<file path="src/rtl/ifetch_unit.sv">
// Instruction-fetch responder: owns the PC, issues req/rvalid fetches and buffers one extra strobe.
// Optional IFETCH_FLUSH_ON_JUMP_EN: a jump while waiting discards the in-flight and pending fetches.
module ifetch_unit #(
    parameter int unsigned         BUS_WIDTH = 16,
    parameter int unsigned         PC_WIDTH  = 8,
    parameter logic [PC_WIDTH-1:0] RESET_PC  = '0
) (
    input  logic                 clk,
    input  logic                 reset_n,
    input  logic                 imem_read,
    input  logic                 pc_inc,
    input  logic                 jump,
    input  logic [PC_WIDTH-1:0]  jump_addr,
    output logic                 mem_req,
    output logic [PC_WIDTH-1:0]  mem_addr,
    input  logic [BUS_WIDTH-1:0] mem_rdata,
    input  logic                 mem_rvalid,
    output logic [PC_WIDTH-1:0]  pc,
    output logic [BUS_WIDTH-1:0] ir,
    output logic                 ir_valid,
    output logic                 busy,
    output logic                 overrun
);

    typedef enum logic [0:0] {StIdle, StWait} state_e;

    state_e               state_q, state_d;
    logic [PC_WIDTH-1:0]  pc_q, pc_d;
    logic [BUS_WIDTH-1:0] ir_q, ir_d;
    logic                 ir_valid_q, ir_valid_d;
    logic                 mem_req_q, mem_req_d;
    logic [PC_WIDTH-1:0]  mem_addr_q, mem_addr_d;
    logic [PC_WIDTH-1:0]  pend_addr_q, pend_addr_d;
    logic                 pending_q, pending_d;
    logic                 overrun_q, overrun_d;
    logic                 pend_v;
    logic                 deliver;
`ifdef IFETCH_FLUSH_ON_JUMP_EN
    logic                 stale_q, stale_d;
`endif

    always_ff @(posedge clk or negedge reset_n) begin
        if (!reset_n) begin
            state_q     <= StIdle;
            pc_q        <= RESET_PC;
            ir_q        <= '0;
            ir_valid_q  <= 1'b0;
            mem_req_q   <= 1'b0;
            mem_addr_q  <= '0;
            pend_addr_q <= '0;
            pending_q   <= 1'b0;
            overrun_q   <= 1'b0;
`ifdef IFETCH_FLUSH_ON_JUMP_EN
            stale_q     <= 1'b0;
`endif
        end else begin
            state_q     <= state_d;
            pc_q        <= pc_d;
            ir_q        <= ir_d;
            ir_valid_q  <= ir_valid_d;
            mem_req_q   <= mem_req_d;
            mem_addr_q  <= mem_addr_d;
            pend_addr_q <= pend_addr_d;
            pending_q   <= pending_d;
            overrun_q   <= overrun_d;
`ifdef IFETCH_FLUSH_ON_JUMP_EN
            stale_q     <= stale_d;
`endif
        end
    end

    always_comb begin
        state_d     = state_q;
        pc_d        = pc_q;
        ir_d        = ir_q;
        ir_valid_d  = 1'b0;
        mem_req_d   = mem_req_q;
        mem_addr_d  = mem_addr_q;
        pend_addr_d = pend_addr_q;
        pending_d   = pending_q;
        overrun_d   = overrun_q;
        pend_v      = pending_q;
        deliver     = 1'b1;
`ifdef IFETCH_FLUSH_ON_JUMP_EN
        stale_d = stale_q;
        // A jump on the same edge as the response already makes that response stale.
        if (state_q == StWait && jump) begin
            stale_d = 1'b1;
            pend_v  = 1'b0;
        end
        deliver = !stale_d;
`endif

        if (jump) begin
            pc_d = jump_addr;
        end else if (pc_inc) begin
            pc_d = pc_q + PC_WIDTH'(1);
        end

        unique case (state_q)
            StIdle: begin
                if (imem_read) begin
                    mem_addr_d = pc_q;
                    mem_req_d  = 1'b1;
                    state_d    = StWait;
                end
            end
            StWait: begin
                pending_d = pend_v;
                if (mem_rvalid) begin
                    if (deliver) begin
                        ir_d       = mem_rdata;
                        ir_valid_d = 1'b1;
                    end
`ifdef IFETCH_FLUSH_ON_JUMP_EN
                    stale_d = 1'b0;
`endif
                    // The buffer slot frees on this edge, so a coincident strobe is never dropped.
                    if (pend_v) begin
                        mem_addr_d = pend_addr_q;
                        pending_d  = imem_read;
                        if (imem_read) begin
                            pend_addr_d = pc_q;
                        end
                    end else if (imem_read) begin
                        mem_addr_d = pc_q;
                    end else begin
                        mem_req_d = 1'b0;
                        state_d   = StIdle;
                    end
                end else if (imem_read) begin
                    if (pend_v) begin
                        overrun_d = 1'b1;
                    end else begin
                        pend_addr_d = pc_q;
                        pending_d   = 1'b1;
                    end
                end
            end
            default: state_d = StIdle;
        endcase
    end

    assign pc       = pc_q;
    assign ir       = ir_q;
    assign ir_valid = ir_valid_q;
    assign mem_req  = mem_req_q;
    assign mem_addr = mem_addr_q;
    assign busy     = (state_q == StWait);
    assign overrun  = overrun_q;

endmodule
</file>
<file path="config.mk">
export PLATFORM = sky130hd
export DESIGN_NAME = ifetch_unit
export DESIGN_NICKNAME = d
export VERILOG_FILES = /design/src/rtl/ifetch_unit.sv
export SDC_FILE = /design/constraint.sdc
export NUM_CORES = 1
export LEC_CHECK = 0
export CAP_MARGIN = 20
export CORE_MARGIN = 2
export CORE_UTILIZATION = 30
export DETAILED_ROUTE_END_ITERATION = 8
export GPL_ROUTABILITY_DRIVEN = 0
export PLACE_DENSITY = 0.62
export SETUP_SLACK_MARGIN = 0.2
export SYNTH_ARGS = -nofsm -noshare
export SYNTH_HDL_FRONTEND = slang
export SYNTH_SLANG_ARGS = --single-unit
</file>
<file path="constraint.sdc">
create_clock -name clk -period 3.9 [get_ports clk]
set_input_delay 0.39 -clock clk [delete_from_list [all_inputs] [get_ports clk]]
set_output_delay 0.39 -clock clk [all_outputs]
set_load 0.05 [all_outputs]
</file>
==> flow_summary.json <==
{
  "timing.final.ws_setup_ns": 1.82,
  "final_nets": 251,
  "yosysTopAreaCell": "dfrtp_1",
  "numCtsBuffers": 5,
  "final_cell_mix": "64 x clkdlybuf4s50_1, 45 x dfrtp_1, 24 x mux2_2, 13 x nand2_1, 10 x o21ai_0",
  "globalRoute.totalOverflow": 0,
  "timing.rr.start": "busy",
  "post-route-drc-count": 0,
  "synth.area.mux_share_pct": 14.5,
  "required_ns": 3.51,
  "totalWireLength_um": 4130,
  "cp-start-kind": "flip-flop",
  "power.total_mw": 1.51,
  "dp_hpwl_um": 2930,
  "fill_cells": 595,
  "crit_family": "buffers and inverters",
  "worstPathMaxFanout": 8,
  "initial_utilization_pct": 30.7,
  "hold-worst-slack_ns": 0.469,
  "vias": 1386,
  "max-clock-path-buffers": 2,
  "syn_area_um2": 1930,
  "drt_iter0_markers": 61,
  "syn_avg_cell_area_um2": 12.6,
  "drv_cap": 0,
  "synth-compound-area-share_pct": 8.96,
  "post_cts_buffers": 0,
  "synth_top_family_by_area": "multiplexers",
  "tns_ns": 0,
  "syn_nets": 184,
  "postLayoutCellArea_um2": 2750,
  "layout-drive-gt1-share_pct": 23.6,
  "hold_class": "reg2reg",
  "final_common_cell": "clkdlybuf4s50_1",
  "detail_route.wl_per_cell_um": 13.9,
  "maxSlewHeadroom_pct": 57.4,
  "grt_pass1_vias": 1392,
  "dpl_worst_slack_ns": 1.83,
  "yosysWarningCount": 0,
  "synth_cells": 153,
  "fin_skew_ns": 0.00683,
  "grt_usage_pct": 12.6,
  "pin_count": 66,
  "grt_pass1_wl_um": 7040,
  "slowest_stage": "clkdlybuf4s50_1",
  "cp.buffers_inverters": 1,
  "cp_cell_sequence": "clkdlybuf4s50_1",
  "die_h_um": 84.1,
  "instances_no_fill": 297,
  "num_rows": 29,
  "die_x_um": 84.1,
  "peakVddDrop_uv": 257,
  "grt_max_degree": 46,
  "final-setup-viol-count": 0,
  "endpoint_kind": "output pin",
  "cts_tree": "built",
  "cts.sinks": 45,
  "cts-root-buf": "clkbuf_8",
  "fmax_mhz": 481,
  "cts_resized": 0,
  "htreeDepth": 2,
  "ys.flop_type": "dfrtp_1",
  "criticalPathCategory": "reg2out",
  "synth_edf_count": 0,
  "area_growth_pct": 42.9,
  "io_buffers": 65,
  "status": "finished, final reports clean",
  "arrival_ns": 1.69,
  "timing.final.crit_share_pct": 53.3,
  "netlist.area_leader.share_pct": 58.4,
  "synth-simple-area-share_pct": 13.4,
  "synth_xor_area_share_pct": 1.82,
  "place_area_um2": 2640,
  "hold_viol": 0,
  "seq_area_frac_synth_pct": 58.4,
  "slew_violations": 0,
  "synth_seq_cells": 45,
  "synth-adder-area-share_pct": 0.649,
  "drtAntennaViolNets": 0,
  "diodes": 0,
  "viasPerCell": 4.67,
  "async_flop_share_pct": 100,
  "antenna_found_initial": 0,
  "netlist-cell-type-count": 28,
  "placed_cells": 288,
  "cpPeakStageDelay_ns": 0.86,
  "path_clk_slew_ns": 0.08,
  "min_period_ns": 2.08,
  "crit_path_start": "pc[0]",
  "dieArea_um2": 7080,
  "pwr_density_cell_nw_per_um2": 547,
  "clock_latency_ns": 0.30,
  "post-route-util_pct": 43.9,
  "hold_path_startpoint": "overrun",
  "hold_buffers": 0,
  "core_um2": 6280,
  "leakagePower_nw": 1.12,
  "rsz0062_at_grt": "no",
  "worst_slew_pin_slew_ns": 0.635,
  "dr.pass1.iters": 4,
  "netlist_top_cells_area": "dfrtp_1 58%, mux2_2 14%, o221a_2 4.7%"
}
## flip-flops by register name, summed over array words and instances (netlist names)
signal       count
ir              16
pend_v           1
busy             1
overrun          1
pend_addr_q      8
mem_addr         8
mem_req          1
pc               8
ir_valid         1
## final timing paths
path	to	slack [ns]	cells after the start
setup / recovery	pc[0]	1.82	1
hold / removal	overrun	0.47	1
setup reg to reg	pend_addr_q[7]	2.35	3
hold reg to reg	overrun	0.47	1
max in group asynchronous	mem_addr[4]	2.93	3
min in group asynchronous	mem_addr[6]	0.51	2
## worst register-to-register path, stage by stage, from the launching register on
cell and delay [ns]:
dfrtp_1 0.52, nand2_1 0.15, nor3_4 0.40, mux2_2 0.38
## cell usage after synthesis (all sizes together) (2+ instances only)
library cell and n:
nand2 14, dfrtp 45, or4 3, xor2 3
o221a 8, nand4 4, o21ai 11, and2b 2
inv 3, nor2 2, nor2b 4, clkbuf 3
a21oi 2, buf 4, or2 8, mux2 24
nand3 6
## power by group
part | leakage, nW | switching (mW) | internal, mW
registers | 0.527 | 0.0687 | 0.563
clock network | 0.0443 | 0.148 | 0.141
logic | 0.552 | 0.345 | 0.239
total | 1.12 | 0.563 | 0.943
## kinds of logic after synthesis
kind of cell    after synthesis
compound gates               23
xor+xnor                      4
fa+ha+maj                     1
buf+inv                      10
flops                        45
mux                          25
simple gates                 45
## cell type report
cell class              instances  area [µm²]  share of cell area, %
clock buffers                   7        86.3                   3.13
inverters                       3        11.3                  0.409
multi-input cells              98         758                   27.5
flip-flops and latches         45        1130                   40.9
well taps                      77        96.3                   3.50
repair buffers                 67         676                   24.5
## layer usage
layer | wire [µm] | track usage (%)
met5 | 0 | 0
met2 | 2020 | 19.0
met1 | 1860 | 17.4
met3 | 184 | 3.93
met4 | 61 | 4.40
Note: power is estimated with default switching activity, not from simulation.
